<file path="src/rtl/uart_receiver_if.sv">
// Receiver-side bus: the received word plus its status strobes.
// The receiver drives it through master; a consumer reads it through slave.
interface uart_receiver_if #(
  parameter int DATA_BITS = 8
);
  logic [DATA_BITS-1:0] data;
  logic                 data_valid;
  logic                 frame_error;
  logic                 busy;

  modport master (
    output data,
    output data_valid,
    output frame_error,
    output busy
  );

  modport slave (
    input data,
    input data_valid,
    input frame_error,
    input busy
  );
endinterface

</file>
<file path="src/rtl/uart_receiver.sv">
// Oversampling 8N1 UART receiver: synchronizer, 3-tap majority filter, mid-bit
// sampling FSM; publishes each good byte with a one-clock strobe.
module uart_receiver #(
  parameter int OVERSAMPLE = 8,
  parameter int DATA_BITS  = 8
) (
  input  logic            clk,
  input  logic            rst_n,
  input  logic            os_tick,
  input  logic            rxd,
  uart_receiver_if.master rx_bus
);

  localparam int CW = $clog2(OVERSAMPLE);
  localparam int BW = $clog2(DATA_BITS) + 1;
  localparam logic [CW-1:0] HALF_LAST = CW'(OVERSAMPLE / 2 - 1);
  localparam logic [CW-1:0] BIT_LAST  = CW'(OVERSAMPLE - 1);
  localparam logic [BW-1:0] IDX_LAST  = BW'(DATA_BITS - 1);

  typedef enum logic [2:0] {
    IDLE,
    START,
    DATA,
    STOP,
    WAIT_IDLE
  } state_t;

  logic [1:0]           sync_reg;
  logic [2:0]           hist_reg;
  state_t               state_reg, state_next;
  logic [CW-1:0]        os_cnt_reg, os_cnt_next;
  logic [BW-1:0]        bit_idx_reg, bit_idx_next;
  logic [DATA_BITS-1:0] shift_reg, shift_next;
  logic [DATA_BITS-1:0] data_reg, data_next;
  logic                 data_valid_reg, data_valid_next;
  logic                 frame_error_reg, frame_error_next;
  logic                 busy_reg, busy_next;
  logic                 rx_f;

  // Two of the last three tick samples decide the filtered line level.
  assign rx_f = (hist_reg[0] & hist_reg[1]) | (hist_reg[0] & hist_reg[2]) |
                (hist_reg[1] & hist_reg[2]);

  always_ff @(posedge clk or negedge rst_n) begin
    if (!rst_n) begin
      sync_reg        <= 2'b11;
      hist_reg        <= 3'b111;
      state_reg       <= IDLE;
      os_cnt_reg      <= '0;
      bit_idx_reg     <= '0;
      shift_reg       <= '0;
      data_reg        <= '0;
      data_valid_reg  <= 1'b0;
      frame_error_reg <= 1'b0;
      busy_reg        <= 1'b0;
    end else begin
      sync_reg <= {sync_reg[0], rxd};
      if (os_tick) begin
        hist_reg <= {hist_reg[1:0], sync_reg[1]};
      end
      state_reg       <= state_next;
      os_cnt_reg      <= os_cnt_next;
      bit_idx_reg     <= bit_idx_next;
      shift_reg       <= shift_next;
      data_reg        <= data_next;
      data_valid_reg  <= data_valid_next;
      frame_error_reg <= frame_error_next;
      busy_reg        <= busy_next;
    end
  end

  always_comb begin
    state_next   = state_reg;
    os_cnt_next  = os_cnt_reg;
    bit_idx_next = bit_idx_reg;
    shift_next   = shift_reg;
    if (os_tick) begin
      case (state_reg)
        IDLE: begin
          if (!rx_f) begin
            state_next  = START;
            os_cnt_next = '0;
          end
        end
        START: begin
          // Re-check the start bit half a bit in, so later samples land mid-bit.
          if (os_cnt_reg == HALF_LAST) begin
            os_cnt_next = '0;
            if (!rx_f) begin
              state_next   = DATA;
              bit_idx_next = '0;
            end else begin
              state_next = IDLE;
            end
          end else begin
            os_cnt_next = os_cnt_reg + CW'(1);
          end
        end
        DATA: begin
          if (os_cnt_reg == BIT_LAST) begin
            shift_next   = {rx_f, shift_reg[DATA_BITS-1:1]};
            os_cnt_next  = '0;
            bit_idx_next = bit_idx_reg + BW'(1);
            if (bit_idx_reg == IDX_LAST) begin
              state_next = STOP;
            end
          end else begin
            os_cnt_next = os_cnt_reg + CW'(1);
          end
        end
        STOP: begin
          if (os_cnt_reg == BIT_LAST) begin
            os_cnt_next = '0;
            state_next  = rx_f ? IDLE : WAIT_IDLE;
          end else begin
            os_cnt_next = os_cnt_reg + CW'(1);
          end
        end
        WAIT_IDLE: begin
          if (rx_f) begin
            state_next = IDLE;
          end
        end
        default: state_next = IDLE;
      endcase
    end
  end

  always_comb begin
    data_next        = data_reg;
    data_valid_next  = 1'b0;
    frame_error_next = 1'b0;
    if (os_tick && state_reg == STOP && os_cnt_reg == BIT_LAST) begin
      if (rx_f) begin
        data_next       = shift_reg;
        data_valid_next = 1'b1;
      end else begin
        frame_error_next = 1'b1;
      end
    end
    busy_next = (state_next != IDLE);
  end

  assign rx_bus.data        = data_reg;
  assign rx_bus.data_valid  = data_valid_reg;
  assign rx_bus.frame_error = frame_error_reg;
  assign rx_bus.busy        = busy_reg;

endmodule

</file>
<file path="src/flat_wrapper.sv">
// flat-port wrapper written by rule: the top's interface ports become plain ports
module uart_receiver_flat 
#(
  parameter int OVERSAMPLE = 8,
  parameter int DATA_BITS  = 8
)
  (clk, rst_n, os_tick, rxd, rx_bus_data, rx_bus_data_valid, rx_bus_frame_error, rx_bus_busy);
  uart_receiver_if #(.DATA_BITS(DATA_BITS)) rx_bus_i ();
  input  logic clk;
  input  logic rst_n;
  input  logic os_tick;
  input  logic rxd;
  output wire logic [$bits(rx_bus_i.data)-1:0] rx_bus_data;
  output wire logic [$bits(rx_bus_i.data_valid)-1:0] rx_bus_data_valid;
  output wire logic [$bits(rx_bus_i.frame_error)-1:0] rx_bus_frame_error;
  output wire logic [$bits(rx_bus_i.busy)-1:0] rx_bus_busy;
  assign rx_bus_data = rx_bus_i.data;
  assign rx_bus_data_valid = rx_bus_i.data_valid;
  assign rx_bus_frame_error = rx_bus_i.frame_error;
  assign rx_bus_busy = rx_bus_i.busy;
  uart_receiver #(.OVERSAMPLE(OVERSAMPLE), .DATA_BITS(DATA_BITS)) u_core (.clk(clk), .rst_n(rst_n), .os_tick(os_tick), .rxd(rxd), .rx_bus(rx_bus_i));
endmodule
</file>
<file path="config.mk">
export PLATFORM = sky130hd
export DESIGN_NAME = uart_receiver_flat
export DESIGN_NICKNAME = d
export VERILOG_FILES = /design/src/rtl/uart_receiver_if.sv /design/src/rtl/uart_receiver.sv /design/src/flat_wrapper.sv
export SDC_FILE = /design/constraint.sdc
export NUM_CORES = 1
export LEC_CHECK = 0
export ABC_AREA = 1
export CAP_MARGIN = 10
export CORE_ASPECT_RATIO = 1.2
export CORE_MARGIN = 3
export CORE_UTILIZATION = 40
export DETAILED_ROUTE_END_ITERATION = 8
export DONT_BUFFER_PORTS = 1
export GPL_ROUTABILITY_DRIVEN = 0
export PLACE_DENSITY_LB_ADDON = 0.2
export SYNTH_ARGS = -nofsm -noshare
export SYNTH_HDL_FRONTEND = slang
export SYNTH_SLANG_ARGS = --single-unit
</file>
<file path="constraint.sdc">
create_clock -name clk -period 3.91 [get_ports clk]
set_input_delay 0.9775 -clock clk [delete_from_list [all_inputs] [get_ports clk]]
set_output_delay 0.9775 -clock clk [all_outputs]
set_load 0.005 [all_outputs]
</file>
==> metrics.yaml, run 1 <==
ys.flop_type: "dfrtp_1"
viasPerCell: 4.77
htreeDepth: 2
start_util_pct: 42.8
rsz0062_at_grt: "false"
cts_resized: 0
root_buffer: "clkbuf_8"
grt_use_met2_pct: 21.8
placed_cells: 227
slew_headroom_pct: 76.8
ys_ff_latch: 34
crit_arrival_ns: 1.86
period_minus_slack_ns: 1.68
clk_latency_ns: 0.28
synth_top_area_share_pct: 45.1
synth.net_count: 189
worst_slew_pin_slew_ns: 0.347
clock_path_buffers: 2
synth_top_cells_by_count: "49 x nand2_1, 29 x dfrtp_1, 23 x inv_1, 12 x o21ai_1, 10 x nor2_1"
die_w_um: 63.9
cpPeakStageDelay_ns: 0.40
place_hpwl_um: 2050
maxCapViolCount: 0
cts_buffers: 5
endpoint_kind: "flop"
cts.sinks: 34
critPathTopFamily: "simple AND/OR/NAND/NOR gates"
grt_pass1_wl_um: 4940
hold_violations: 0
crit_buf_inv: 1
vias: 1120
fmax_ghz: 0.595
post_cts_buffers: 0
p_per_area_nw_per_um2: 503
met3_usage_pct: 5.16
busiest_layer: "met2"
path_clk_slew_ns: 0.07
finalMaxSlewViolations: 0
ys_async_sr_fraction_pct: 100
period_share_pct: 43.0
drc: 0
postRouteWirelength_um: 2810
syn_inst: 179
ant_nets: 0
status: "finished, final reports clean"
start_kind: "flop"
finalSetupTns_ns: 0
port_buffers: 0
die_y_um: 75.5
ys_top_cells_by_area: "dfrtp_1 45%, nand2_1 11%, dfstp_2 8.2%"
worstPathCellList: "ha_1, ha_1, nand3_1, nor2_2, nand2_2, inv_1, nand2_1, nand2_1"
num_rows: 24
finClkSkew_ns: 0.0103
syn_area_sq_um: 1610
seq_area_frac_synth_pct: 53.3
track_usage_pct: 13.5
yosysUniqueCellTypes: 25
n_antenna_cell: 0
n_fill_cell: 363
grt_pass1_vias: 1091
grt_start_max_net_pins: 35
drt_first_pass_iters: 4
ctsHoldBuffers: 0
grt_antenna_before_repair: 0
fp.dieArea_sq_um: 4820
worstPathMaxFanout: 16
finalSetupViolations: 0
drt_iter0_markers: 50
power.leakage_nw: 0.798
nets: 192
cts_tree: "done"
instances_no_fill: 235
num_io_pins: 15
yosysWarnings: 0
wire_per_inst_um: 11.9
grt.overflow.total: 0
ir_drop_mv: 0.230
path_class: "flop to flop"
seqCellArea_sq_um: 857
met1_usage_pct: 15.2
synth_top_cell_by_area: "dfrtp_1"
avgSynthCellArea_sq_um: 8.98
multi_input_area_sq_um: 629
required_ns: 4.09
synth-edff-count: 0
drive_above_1_share_pct: 18.0
critPathSlowestCell: "dfrtp_1"
hold_path.class: "flop to flop"
yosysMostFrequentCell: "nand2_1"
syn2layout_area_growth_pct: 8.02
core_sq_um: 3750
## cell families after synthesis
| group | Yosys count | synth area share [%] |
|---|---|---|
| flip-flops | 34 | 53.3 |
| XOR/XNOR | 1 | 0.545 |
| AO/OA/AOI/OAI | 31 | 11.6 |
| AND/OR/NAND/NOR | 79 | 22.3 |
| adder cells (fa/ha/maj) | 6 | 4.67 |
| buffers and inverters | 28 | 7.55 |
## worst paths after layout
check / startpoint / to / slack (ns) / cells after the start
setup / recovery: u_core.os_cnt_reg[0]$_DFFE_PN0P_ / u_core.rx_bus.data[0]$_DFFE_PN0P_ / 2.23 / 8
hold / removal: u_core.sync_reg[0]$_DFF_PN1_ / u_core.sync_reg[1]$_DFF_PN1_ / 0.36 / 0
setup reg to reg: u_core.os_cnt_reg[0]$_DFFE_PN0P_ / u_core.rx_bus.data[0]$_DFFE_PN0P_ / 2.23 / 8
hold reg to reg: u_core.sync_reg[0]$_DFF_PN1_ / u_core.sync_reg[1]$_DFF_PN1_ / 0.36 / 0
max in group asynchronous: rst_n / u_core.sync_reg[0]$_DFF_PN1_ / 3.35 / 0
min in group asynchronous: rst_n / u_core.rx_bus.data_valid$_DFF_PN0_ / 0.38 / 0
## per-stage QoR
stage	hold slack [ns]	util [%]	setup WS (ns)	total power [W]	area, sq um
2_1_floorplan	0.345	-	2.24	0.000577	1610
3_3_place_gp	0.352	43.7	2.15	0.000606	1640
3_5_place_dp	0.353	43.7	2.10	0.000614	1640
4_1_cts	0.363	46.3	2.19	0.000885	1740
5_1_grt	0.355	46.3	2.05	0.000932	1740
6_report	0.362	46.3	2.23	0.000873	1740
## routing by layer
| metal | vias up | share of wire (%) |
|---|---|---|
| li1 | 566 | - |
| met1 | 523 | 42 |
| met2 | 25 | 50 |
| met3 | 6 | 6.0 |
| met4 | 0 | 2.2 |
| met5 | - | 0 |
## power breakdown
part	internal (W)	switching [W]	leakage, nW
sequential	0.000386	0.0000398	0.449
clock	0.000141	0.000125	0.0472
combinational	0.0000624	0.000118	0.302
total	0.000590	0.000283	0.798
## worst reg2reg max path, cell delays in order, from the launching register on
cell	delay [ns]
dfrtp_1	0.40
ha_1	0.26
ha_1	0.24
nand3_1	0.14
nor2_2	0.06
nand2_2	0.28
inv_1	0.10
nand2_1	0.07
nand2_1	0.04
## cells in the final DEF, fill, tap and decap left out, types with 4 or more instances in the layout
| cell | instances |
|---|---|
| nand2_1 | 49 |
| dfrtp_1 | 29 |
| inv_1 | 23 |
| o21ai_1 | 12 |
| nor2_1 | 10 |
| o21ai_0 | 8 |
| o21ai_2 | 8 |
| ha_1 | 6 |
| clkbuf_8 | 6 |
| nand3_1 | 5 |
| dfstp_2 | 5 |
| nor3_1 | 4 |
## final cells by class
cell class | count | area share (%)
multi-input combinational | 117 | 36.2
sequential | 34 | 49.4
clock inverter | 2 | 0.720
inverter | 24 | 5.19
tap | 52 | 3.75
clock buffer | 6 | 4.76
Power figures use the tool's default switching activity.
==> inputs of run 2 (changes only) <==
==> constraint.sdc (replaced) <==
create_clock -name clk -period 1.6 [get_ports clk]
set_input_delay 0.4 -clock clk [delete_from_list [all_inputs] [get_ports clk]]
set_output_delay 0.4 -clock clk [all_outputs]
set_load 0.005 [all_outputs]
==> run 2 against run 1 <==
- fmax rose by 12%
- first-iteration DRC count grew 2.0%
- setup slack got worse by 2.1 ns
- die area is the same
- sequential share of layout area fell by 4.2 points
- global-route usage grew 0.25 points
- sequential power grew 140%
- design area up 9.4%
- clock power rose to 3.0 times the previous value
- register-to-register slack got worse by 2.1 ns
- wire length is 7.6% higher
- critical path type unchanged
- highest routed layer unchanged
==> metrics.yaml, run 2 (synthesis gave the netlist of run 1 again) <==
status: "finished, final reports clean"
track_usage_pct: 13.8
grt.overflow.total: 0
finalSetupViolations: 0
start_util_pct: 42.8
die_y_um: 75.5
hold_slack_ns: 0.111
worstPathCellList: "ha_4, ha_2, nand3_2, nor2_4, nand2_2, nand2_1, o21ai_2"
maxCapViolCount: 0
timing.rr.end: "u_core.rx_bus.data[5]$_DFFE_PN0P_"
start_kind: "flop"
placed_cell_area_sq_um: 1680
period_share_pct: 93.9
drc: 0
port_buffers: 0
grt_pass1_vias: 1110
finClkSkew_ns: 0.00775
path_clk_slew_ns: 0.07
reg2reg_from: "u_core.os_cnt_reg[1]$_DFFE_PN0P_"
cts_buffers: 5
hold-path-endpoint: "u_core.sync_reg[0]$_DFF_PN1_"
holdCritStartpoint: "rxd"
seqCellArea_sq_um: 857
n_antenna_cell: 0
layout_commonest_cell: "nand2_1"
clk_latency_ns: 0.29
worstPathMaxFanout: 7
rsz0062_at_grt: "true"
hold_violations: 0
drt_iter0_markers: 51
nets: 200
core_sq_um: 3750
hold_path.class: "input pin to flop"
period_minus_slack_ns: 1.50
path_class: "flop to flop"
power.leakage_nw: 0.854
finalMaxSlewViolations: 0
drt_first_pass_iters: 4
stdcell_area_sq_um: 1900
ir_drop_mv: 0.612
htreeDepth: 2
final_cell_mix: "48 x nand2_1, 29 x dfrtp_1, 22 x inv_1"
multi_input_area_sq_um: 699
vias: 1155
postRouteWirelength_um: 3020
grt_pass1_wl_um: 5020
endpoint_kind: "flop"
fmax_ghz: 0.666
whs_path_depth: 0
n_fill_cell: 350
p_per_area_nw_per_um2: 1260
worst_slew_pin_slew_ns: 0.308
ant_nets: 0
critPathTopFamily: "simple AND/OR/NAND/NOR gates"
num_rows: 24
reg2reg_depth: 7
cts_tree: "done"
fp.dieArea_sq_um: 4820
grt_start_max_net_pins: 35
viasPerCell: 4.75
die_w_um: 63.9
cts.sinks: 34
ff2ff_setup_slack_ns: 0.1
cpPeakStageDelay_ns: 0.40
crit_buf_inv: 0
instances_no_fill: 243
clock_path_buffers: 2
critPathSlowestCell: "dfrtp_1"
root_buffer: "clkbuf_8"
syn2layout_area_growth_pct: 18.1
place_hpwl_um: 2060
num_io_pins: 15
crit_arrival_ns: 1.68
placed_cells: 232
grt_antenna_before_repair: 0
drive_above_1_share_pct: 25.1
wire_per_inst_um: 12.4
slew_headroom_pct: 79.5
required_ns: 1.78
==> run 2: layout make-up <==
cell class                      instances  share of cell area (%)
Sequential cell                        34                    45.1
Multi-Input combinational cell        118                    36.8
Inverter                               24                    4.74
Clock buffer                            7                    4.55
Timing Repair Buffer                    7                    3.75
Tap cell                               52                    3.43
Clock inverter                          1                    1.58
==> run 2: worst register-to-register path: cells and delay by family, from the launching register on <==
kind | cells | cell delay (ns)
flops | 1 | 0.40
simple gates | 4 | 0.59
compound gates | 1 | 0.05
fa+ha+maj | 2 | 0.36
==> run 2: per-stage QoR <==
step,util (%),worst slack [ns],TNS [ns],total power [W]
final,50.6,0.0975,0,0.00240
after global routing,50.6,-0.0299,-0.129,0.00256
after CTS,48.8,0.0135,0,0.00237
after detailed placement,44.7,-0.0130,-0.0559,0.00152
after global placement,44.7,0.0310,0,0.00150
after floorplan,-,0.183,0,0.00141
==> run 2: where the power goes <==
part	total, W	internal (W)	switching [W]
registers	0.00103	0.000944	0.0000877
clock network	0.000812	0.000507	0.000304
logic	0.000558	0.000207	0.000351
total	0.00240	0.00166	0.000743
==> run 2: worst max-delay path by stage <==
| stage | startpoint | end | cells after the start |
|---|---|---|---|
| after detailed placement | u_core.os_cnt_reg[0]$_DFFE_PN0P_ | u_core.rx_bus.data[4]$_DFFE_PN0P_ | 7 |
| after global routing | u_core.state_reg[2]$_DFF_PN0_ | u_core.bit_idx_reg[3]$_DFFE_PN0P_ | 8 |
| final | u_core.os_cnt_reg[1]$_DFFE_PN0P_ | u_core.rx_bus.data[5]$_DFFE_PN0P_ | 7 |
| after global placement | u_core.os_cnt_reg[0]$_DFFE_PN0P_ | u_core.bit_idx_reg[1]$_DFFE_PN0P_ | 10 |
| after CTS | u_core.os_cnt_reg[0]$_DFFE_PN0P_ | u_core.bit_idx_reg[0]$_DFFE_PN0P_ | 10 |
| after floorplan | u_core.os_cnt_reg[0]$_DFFE_PN0P_ | u_core.rx_bus.data[5]$_DFFE_PN0P_ | 8 |
==> run 2: timing repair <==
item / CTS / global route
endpoints found under the setup margin: 8 / 16
buffers inserted: 0 / 0
endpoints found under the hold margin: 34 / 0
resized for setup: 2 / 14
gates cloned: 0 / 1
hold buffers: 2 / 0
pin swaps: 0 / 11
==> run 2: metal layers <==
metal / routed length, um / vias to the layer above / global-route usage [%]
li1: - / 586 / -
met3: 126 / 5 / 5.46
met5: 0 / - / 0
met4: 56 / 0 / 6.47
met2: 1440 / 14 / 23.4
met1: 1400 / 550 / 15.3
